$ cat src/rtl/gate2_bist.sv
// Self-test sequencer for one 2-input gate: steps {a,b} through 00..11, waits
// SETTLE cycles per vector, samples c and checks it against the TRUTH table.
module gate2_bist #(
    parameter logic [3:0] TRUTH  = 4'b1000,
    parameter int         SETTLE = 10
) (
    input  logic       clk,
    input  logic       rst,
    input  logic       start,
    output logic       a,
    output logic       b,
    input  logic       c,
    output logic       busy,
    output logic       done,
    output logic       pass,
    output logic [3:0] fail_mask,
    output logic [2:0] fail_count
);

    typedef enum logic [1:0] {IDLE, APPLY, SAMPLE, FINISH} state_t;

    localparam logic [7:0] SETTLE_LAST = 8'(SETTLE - 1);

    state_t      state_q, state_d;
    logic [1:0]  vec_q, vec_d;
    logic [7:0]  cnt_q, cnt_d;
    logic        a_q, a_d;
    logic        b_q, b_d;
    logic [3:0]  mask_q, mask_d;
    logic [2:0]  count_q, count_d;
    logic        pass_q, pass_d;

    always_ff @(posedge clk) begin
        if (rst) begin
            state_q <= IDLE;
            vec_q   <= 2'd0;
            cnt_q   <= 8'd0;
            a_q     <= 1'b0;
            b_q     <= 1'b0;
            mask_q  <= 4'd0;
            count_q <= 3'd0;
            pass_q  <= 1'b0;
        end else begin
            state_q <= state_d;
            vec_q   <= vec_d;
            cnt_q   <= cnt_d;
            a_q     <= a_d;
            b_q     <= b_d;
            mask_q  <= mask_d;
            count_q <= count_d;
            pass_q  <= pass_d;
        end
    end

    always_comb begin
        state_d = state_q;
        vec_d   = vec_q;
        cnt_d   = cnt_q;
        a_d     = a_q;
        b_d     = b_q;
        mask_d  = mask_q;
        count_d = count_q;
        pass_d  = pass_q;
        case (state_q)
            IDLE: begin
                if (start) begin
                    mask_d  = 4'd0;
                    count_d = 3'd0;
                    pass_d  = 1'b0;
                    vec_d   = 2'd0;
                    cnt_d   = 8'd0;
                    a_d     = 1'b0;
                    b_d     = 1'b0;
                    state_d = APPLY;
                end
            end
            APPLY: begin
                cnt_d = cnt_q + 8'd1;
                if (cnt_q == SETTLE_LAST) begin
                    state_d = SAMPLE;
                end
            end
            SAMPLE: begin
                if (c != TRUTH[vec_q]) begin
                    mask_d[vec_q] = 1'b1;
                    count_d       = count_q + 3'd1;
                end
                if (vec_q == 2'd3) begin
                    state_d = FINISH;
                end else begin
                    // Drive the next vector at the same edge the sample is taken.
                    vec_d      = vec_q + 2'd1;
                    cnt_d      = 8'd0;
                    {a_d, b_d} = vec_q + 2'd1;
                    state_d    = APPLY;
                end
            end
            FINISH: begin
                pass_d  = (mask_q == 4'd0);
                a_d     = 1'b0;
                b_d     = 1'b0;
                state_d = IDLE;
            end
            default: state_d = IDLE;
        endcase
    end

    assign a          = a_q;
    assign b          = b_q;
    assign busy       = (state_q == APPLY) || (state_q == SAMPLE);
    assign done       = (state_q == FINISH);
    assign pass       = pass_q;
    assign fail_mask  = mask_q;
    assign fail_count = count_q;

endmodule

$ cat config.mk
export PLATFORM = sky130hd
export DESIGN_NAME = gate2_bist
export DESIGN_NICKNAME = d
export VERILOG_FILES = /design/src/rtl/gate2_bist.sv
export SDC_FILE = /design/constraint.sdc
export NUM_CORES = 1
export LEC_CHECK = 0
export ABC_AREA = 1
export BUFFER_PORTS_ARGS = -buffer_cell sky130_fd_sc_hd__buf_2
export CORE_AREA = 2 2 66 55
export CTS_BUF_LIST = sky130_fd_sc_hd__clkbuf_4 sky130_fd_sc_hd__clkbuf_8
export CTS_CLUSTER_DIAMETER = 30
export DETAILED_ROUTE_END_ITERATION = 10
export DIE_AREA = 0 0 68 57
export GPL_TIMING_DRIVEN = 0
export PLACE_DENSITY = 0.56
export SYNTH_ARGS = -nofsm -noshare
export SYNTH_HDL_FRONTEND = slang
export SYNTH_SLANG_ARGS = --single-unit
$ cat constraint.sdc
create_clock -name clk -period 2.8 [get_ports clk]
set_clock_uncertainty 0.05 [all_clocks]
set_input_delay 0 -clock clk [delete_from_list [all_inputs] [get_ports clk]]
set_output_delay 0 -clock clk [all_outputs]
set_load 0.01 [all_outputs]
==> flow_summary.ini, run 1 <==
[outcome]
outcome = complete, no violations

[cts]
cts_tree = done
h-tree-depth = 1
clock_sinks = 22
cts.path.max_buffers = 2
clock_latency_ns = 0.26
cts.clk_slew.worst_paths_ns = 0.08
root_buffer = clkbuf_8
cts_buffers = 3

[timing]
slew_viol_final = 0
rsz0062_at_grt = false
final-hold-violation-count = 0
fmax_mhz = 575
fin_crit_sh_pct = 62.2
slew_headroom_pct = 79.5
final-setup-viol-count = 0
min_period_ns = 1.74
tightest_slew_ns = 0.307
tns_ns = 0

[place]
dp_hpwl_mm = 2.00
portBuffers = 15
gp_congestion = 0.803
placedCellCount = 229

[run]
max_cap_violations = 0

[grt]
first_global_vias = 981
grt_usage_pct = 15.0
grt_use_met3_pct = 4.93
grt_pass1_wl_mm = 4.39
gr-total-overflow = 0
antenna_found_initial = 0
grtUsageMet2_pct = 21.2
gr-usage-met1_pct = 21.3
grt-busiest-layer = met1
grt_max_degree = 13

[routing]
dr.pass1.iters = 4
vias_per_cell = 4.62
drc = 0
wl_mm = 2.49
drtIter0Drc = 56
ant_nets = 0
num_vias = 1080
wl_per_cell_um = 10.7

[power]
power.switching_uw = 522
clkPwrFrac_pct = 18.5
sw_frac_of_total_pct = 41.9
p_int_uw = 724
cellPowerDensity_nw_per_um2 = 871
p_seq_share_pct = 36.4
p_leak_uw = 0.000706
power_frac_comb_pct = 45.1
peakVddDrop_uv = 459

[logic_synthesis]
synth_edf_count = 0
async_reset_ff_share_pct = 0
ys_types = 24
synthTopCellsByCount = 33 x nand2_1, 29 x inv_1, 22 x dfxtp_1, 16 x nor2_1, 15 x a21oi_1
synth_top_area_cell = dfxtp_1
yosysMostFrequentCell = nand2_1
syn_inst = 172
synth.avg_cell_area_um2 = 7.19
synth_ff_type = dfxtp_1
ys_seq_elements = 22
synth_area_leaders = dfxtp_1 36%, ha_1 11%, nand2_1 10%
synth_nets = 187
netlist.area_leader.share_pct = 35.6
syn_area_um2 = 1240
yosysWarnings = 0
yosysSeqAreaShare_pct = 35.6

[worst_setup_path]
start_kind = flip-flop
worstPathRequired_ns = 2.91
endpoint_kind = flip-flop
crit_fanout = 8
worstPathArrival_ns = 1.85
path_class = flip-flop to flip-flop

[floorplan]
die_w_um = 68
start_util_pct = 37.7
io_pins = 16
row_count = 19
die_area_um2 = 3880
fp.dieH_um = 57
core-area_um2 = 3280

[min_path]
hold_class = primary input to flip-flop

[cells_and_area]
area_delta_synth_final_pct = 15.6
fillers = 346
drive_gt1_share_pct = 18.8
diodes = 0
nNetsFinal = 208
instances_no_fill = 234
## state kept, by name, summed over array words and instances, names as in the netlist
name / count
cnt_q: 8
fail_mask: 4
fail_count: 3
state_q: 2
vec_q: 2
a: 1
b: 1
pass: 1
## power by group through the flow
stage / Combinational [uW] / Clock [uW] / Sequential, uW
after global placement: 560 / 0 / 457
after detailed placement: 566 / 0 / 462
final: 562 / 230 / 454
after floorplan: 405 / 0 / 473
after CTS: 569 / 241 / 456
after global routing: 650 / 257 / 470
## cell type report
class / count / area [um^2] / area share [%]
multi-input combinational: 117 / 666 / 46.5
sequential: 22 / 440 / 30.8
inverter: 32 / 120 / 8.40
clock buffer: 4 / 55.1 / 3.85
tap: 42 / 52.6 / 3.67
timing repair buffer: 16 / 85.1 / 5.95
buffer: 1 / 11.3 / 0.787
## path summary, 6_finish.rpt
| check | to | cells past startpoint | start | slack (ns) |
|---|---|---|---|---|
| max reg2reg | cnt_q[4] | 9 | state_q[0] | 1.06 |
| min | fail_count[0] | 6 | c | 0.14 |
| min reg2reg | fail_mask[2] | 2 | fail_mask[2] | 0.42 |
| max | cnt_q[4] | 9 | state_q[0] | 1.06 |
## routing by layer
metal	part of all wire, %	vias up
met5	0	-
met4	1.5	0
met3	3.5	6
met2	42	15
met1	53	480
li1	-	579
## cells by family after synthesis
family / share of synthesized area, %
and+or+nand+nor: 28.7
AOI/OAI and AO/OA: 13.2
DFF: 35.6
xor gates and xnor gates: 0.708
adders and majority gates: 11.1
buffers and inverters: 10.6
## repair_timing
item,in CTS,in global routing
gates resized for setup,0,0
hold endpoints to repair,3,0
setup endpoints to repair,0,0
setup buffers,0,0
hold buffers,1,0
## layout by cell type, fill, tap and decap left out, types with 2 or more instances in the layout
cell type / netlist / layout
nand2_2: 3 / 3
nand3_1: 9 / 9
nand2_4: 2 / 2
o21ai_0: 9 / 9
a21oi_1: 15 / 15
nor2_1: 16 / 16
o21ai_2: 2 / 2
inv_2: 3 / 3
nor2_4: 2 / 2
clkbuf_8: 0 / 4
nand4_1: 2 / 2
nor3_1: 3 / 3
inv_1: 29 / 29
nand2_1: 33 / 33
buf_2: 0 / 15
ha_1: 11 / 11
dfxtp_1: 22 / 22
nor2_2: 2 / 2
o21ai_1: 2 / 2
## through the flow
stage | hold WS, ns | utilization [%] | power (uW) | setup slack, ns | instance area, um^2
after global placement | 0.179 | 41.6 | 1020 | 1.07 | 1370
after floorplan | 0.0191 | - | 878 | 1.29 | 1240
after global routing | 0.169 | 43.6 | 1380 | 0.889 | 1430
after CTS | 0.134 | 43.6 | 1270 | 1.02 | 1430
final | 0.136 | 43.6 | 1250 | 1.06 | 1430
after detailed placement | 0.187 | 41.6 | 1030 | 1.03 | 1370
## critical path: stages (launching register included)
cell,delay (ns)
dfxtp_1,0.40
inv_1,0.08
ha_1,0.22
buf_6,0.14
nand2_4,0.09
nand3_2,0.13
o21ai_2,0.25
inv_1,0.13
o21ai_0,0.10
nor2_1,0.05
Power figures use the tool's default switching activity.
==> run 2: changes to the inputs <==
ABC_AREA = 0   (was 1)
CORE_AREA = 2 2 64 54   (was 2 2 66 55)
DIE_AREA = 0 0 66 56   (was 0 0 68 57)
PLACE_DENSITY = 0.58   (was 0.56)
clock period = 1.6 ns   (was 2.8 ns; I/O delays follow)
==> flow_summary.ini, run 2 <==
[cells_and_area]
top_register = cnt_q
area_delta_synth_final_pct = 50.2
fillers = 257
largest_reg_flops = 8
fin_area_um2 = 1750
drive_gt1_share_pct = 48.9
mostFrequentLayoutCell = dfxtp_1
nNetsFinal = 192
most-common-layout-cells = 18 x dfxtp_1, 15 x buf_4, 14 x buf_2
diodes = 0

[timing]
slew_headroom_pct = 61.8
rsz0062_at_grt = true
layout_setup_ws_ns = -0.416
final-setup-viol-count = 19
tns_ns = -4.05
slew_viol_final = 0
fin_crit_sh_pct = 126
tightest_slew_ns = 0.573
fmax_mhz = 496
min_period_ns = 2.02
final-hold-violation-count = 0

[cts]
clock_sinks = 22
root_buffer = clkbuf_8
h-tree-depth = 1
cts-hold-fix-buffers = 0
cts.path.max_buffers = 2
clock_latency_ns = 0.26
cts_tree = done
cts_buffers = 3
cts.clk_slew.worst_paths_ns = 0.08

[grt]
grt_pass1_wl_mm = 4.85
first_global_vias = 1009
grt_usage_pct = 16.6
grt_max_degree = 13
antenna_found_initial = 0
gr-total-overflow = 0

[floorplan]
die_area_um2 = 3700
start_util_pct = 38.5
core-area_um2 = 3020
io_pins = 16
die_w_um = 66
row_count = 18
fp.dieH_um = 56

[logic_synthesis]
ys_types = 36
synth_ff_type = dfxtp_1
netlist.area_leader.share_pct = 37.9
synth_nets = 151
yosysWarnings = 0
ys_seq_elements = 22
syn_inst = 136
synth_top_area_cell = dfxtp_1
async_reset_ff_share_pct = 0
synth.avg_cell_area_um2 = 8.55
yosysMostFrequentCell = dfxtp_1
syn_area_um2 = 1160
synthTopCellsByCount = 22 x dfxtp_1, 16 x a21oi_1, 14 x nor2_1, 11 x ha_1, 9 x o21ai_0
yosysSeqAreaShare_pct = 37.9
synth_area_leaders = dfxtp_1 38%, ha_1 12%, a21oi_1 6.9%
synth_edf_count = 0

[outcome]
outcome = finished with violations
failed_checks = negative setup slack

[place]
portBuffers = 14
dp_hpwl_mm = 1.86
placed_cell_area_um2 = 1330
gp_congestion = 0.792

[routing]
num_vias = 1123
wl_per_cell_um = 14.0
wl_mm = 3.03
drtIter0Drc = 21
drc = 0
ant_nets = 0
vias_per_cell = 5.20
dr.pass1.iters = 4

[worst_setup_path]
path_class = flip-flop to flip-flop
worst-r2r-cell-count = 6
start_kind = flip-flop
worstPathRequired_ns = 1.75
crit_fanout = 5
crit_path_cell_trace = ha_2, and2_4, or4_4, buf_6, or3b_4, a21oi_2
endpoint_kind = flip-flop
cp.depth = 6
worstPathArrival_ns = 2.17
worst_r2r_startpoint = vec_q[0]
cp_top_family = simple AND/OR/NAND/NOR gates
worst-path-buf-inv = 1
cpMaxStageDelayCell = or4_4
rr_endpoint = cnt_q[4]
max_stage_delay_ns = 0.58
r2r_setup_slack_ns = -0.42

[min_path]
min_from = rst
holdPathStages = 2
hold_end = a
hold_class = primary input to flip-flop

[power]
peakVddDrop_uv = 845
cellPowerDensity_nw_per_um2 = 1430
p_leak_uw = 0.000712

[run]
max_cap_violations = 0
## run 2: changes by cell type after synthesis, sizes merged, moves of 4 or more
cell and change:
clkbuf +5, inv -24, nand2 -30, nand3 -5, nor2 -6, o21ai -4
## run 2: what timing repair did
action	CTS	global route
gates resized for setup	28	27
pin swaps	15	22
gates cloned	0	0
endpoints found under the setup margin	21	21
setup buffers	19	9
## run 2: cell type report
type | instances | area [um^2] | share of cell area [%]
Clock buffer | 4 | 55.1 | 3.15
Inverter | 8 | 40.0 | 2.29
Tap cell | 40 | 50.0 | 2.87
Timing Repair Buffer | 39 | 295 | 16.9
Sequential cell | 22 | 453 | 25.9
Multi-Input combinational cell | 100 | 831 | 47.6
Buffer | 3 | 21.3 | 1.22
## run 2: worst max path at each step
stage / startpoint / to / slack, ns
floorplan: state_q[1] / cnt_q[7] / -0.42
global placement: state_q[1] / cnt_q[7] / -0.61
detailed placement: state_q[1] / cnt_q[7] / -0.61
CTS: state_q[0] / cnt_q[7] / -0.47
global route: state_q[0] / cnt_q[4] / -0.44
finish: vec_q[0] / cnt_q[4] / -0.42
## run 2: logic make-up after synthesis
group                    synth area share [%]
AO/OA/AOI/OAI                            19.9
AND/OR/NAND/NOR                          22.7
adder cells (fa/ha/maj)                  11.8
XOR/XNOR                                 1.51
multiplexers                            0.861
flip-flops                               37.9
buffers and inverters                    5.27
## run 2: layer usage
layer	vias to the layer above	part of all wire (%)	track usage (%)	wire [um]
met5	-	0	0	0
met4	0	0.53	2.33	16
met3	4	4.6	5.06	139
met2	23	48	25.8	1460
met1	536	47	23.2	1410
li1	560	-	-	-
## run 2: stage by stage
| step | std cells | util (%) | total power [uW] | setup WS, ns | hold slack (ns) |
|---|---|---|---|---|---|
| final | 216 | 57.8 | 2500 | -0.416 | 0.101 |
| after global routing | 216 | 57.8 | 2660 | -0.442 | 0.123 |
| after CTS | 211 | 52.9 | 2230 | -0.466 | 0.0613 |
| after detailed placement | 190 | 44.0 | 1450 | -0.606 | 0.331 |
| after global placement | 190 | 44.0 | 1430 | -0.613 | 0.325 |
| after floorplan | 136 | - | 1260 | -0.419 | 0.234 |
## run 2: power breakdown
group,internal (uW),switching (uW),total (uW)
registers,620,80.0,700
logic,757,636,1390
clock network,220,190,410
total,1600,906,2500
==> run 3: changes to the inputs <==
BUFFER_PORTS_ARGS = -buffer_cell sky130_fd_sc_hd__buf_4   (was -buffer_cell sky130_fd_sc_hd__buf_2)
==> flow_summary.ini, run 3 (synthesis results as in run 2) <==
[floorplan]
row_count = 18
die_area_um2 = 3700
io_pins = 16
core-area_um2 = 3020
fp.dieH_um = 56
die_w_um = 66
start_util_pct = 38.5

[place]
portBuffers = 14
placedCellCount = 190
gp_congestion = 0.786
dp_hpwl_mm = 1.81

[timing]
whs_ns = 0.0562
slew_headroom_pct = 64.2
fin_crit_sh_pct = 120
final-setup-viol-count = 14
min_period_ns = 1.92
tns_ns = -2.65
slew_viol_final = 0
layout_setup_ws_ns = -0.321
rsz0062_at_grt = true
tightest_slew_ns = 0.536
fmax_mhz = 521
final-hold-violation-count = 0

[routing]
dr_wl_met2_mm = 1.23
ant_nets = 0
drtIter0Drc = 41
num_vias = 1057
dr.max_layer_used = met4
dr_wl_met3_um = 136
drc = 0
vias_per_cell = 5.11
dr.pass1.iters = 4
wl_per_cell_um = 13.0
wl_mm = 2.69
drt-met1-wl_mm = 1.31

[run]
max_cap_violations = 0

[cts]
root_buffer = clkbuf_8
cts.clk_slew.worst_paths_ns = 0.08
cts_tree = done
clock_latency_ns = 0.26
h-tree-depth = 1
clock_sinks = 22
cts.path.max_buffers = 2
cts_buffers = 3

[cells_and_area]
drive_gt1_share_pct = 40.7
nNetsFinal = 183
post-route-util_pct = 54.0
area_delta_synth_final_pct = 40.2
most-common-layout-cells = 27 x buf_4, 18 x dfxtp_1, 14 x a21oi_1
top_register = cnt_q
largest_reg_flops = 8
instances_no_fill = 207
diodes = 0
mostFrequentLayoutCell = buf_4

[grt]
gr-total-overflow = 0
first_global_vias = 933
grt_pass1_wl_mm = 4.40
grt_max_degree = 13
grt_usage_pct = 15.1
antenna_found_initial = 0

[power]
cellPowerDensity_nw_per_um2 = 1380
p_leak_uw = 0.000651
peakVddDrop_uv = 938
finalPower_uw = 2240

[min_path]
min_from = rst
hold_class = primary input to flip-flop

[worst_setup_path]
start_kind = flip-flop
worstPathRequired_ns = 1.74
path_class = flip-flop to flip-flop
worst_r2r_startpoint = state_q[1]
worstPathArrival_ns = 2.06
endpoint_kind = flip-flop
worstSetupStartpoint = state_q[1]
crit_fanout = 5

[outcome]
outcome = finished with violations
failed_checks = negative setup slack
-- run 3: changes by cell type in the layout (fill, tap and decap cells not counted), moves of 2 or more --
cell / change
a21oi_1: +5
a21oi_2: -5
buf_2: -14
buf_4: +12
buf_6: -7
o21ai_0: +2
o21ai_2: -3
-- run 3: layout make-up --
cell class	instances	area, um^2
timing repair buffer	30	236
clock buffer	4	55.1
buffer	3	22.5
fill	282	1390
tap	40	50.0
multi-input combinational	100	779
inverter	8	35.0
sequential	22	450
-- run 3: path summary, 6_finish.rpt --
kind,endpoint,cells after the start,slack [ns]
worst max-delay path,cnt_q[7],6,-0.32
worst min-delay path,a,2,0.06
worst max register to register,cnt_q[7],6,-0.32
worst min register to register,a,2,0.43
-- run 3: critical path: stages, from the launching register on --
cell     delay (ns)
dfxtp_4        0.40
inv_4          0.06
ha_4           0.15
nor2b_4        0.13
or4_4          0.51
or4_1          0.41
a21oi_1        0.14
-- run 3: timing repair --
action,CTS,global route
endpoints found under the hold margin,0,0
resized for setup,15,17
hold buffers,0,0
pin swaps,5,6
buffers inserted,6,10
setup endpoints to repair,21,21
-- run 3: per-layer routing --
| metal | vias up | GRT usage, % |
|---|---|---|
| met5 | - | 0 |
| met4 | 0 | 2.62 |
| met3 | 2 | 4.66 |
| met2 | 25 | 23.8 |
| met1 | 490 | 20.7 |
| li1 | 540 | - |
-- run 3: metrics by stage --
stage	area (um^2)	setup slack [ns]
2_1_floorplan	1210	-0.419
3_3_place_gp	1360	-0.612
3_5_place_dp	1360	-0.599
4_1_cts	1510	-0.405
5_1_grt	1630	-0.377
6_report	1630	-0.321
-- run 3: power breakdown --
group	internal [uW]	total, uW	switching [uW]
logic	622	1150	526
registers	621	705	83.4
clock network	219	392	173
total	1460	2240	783
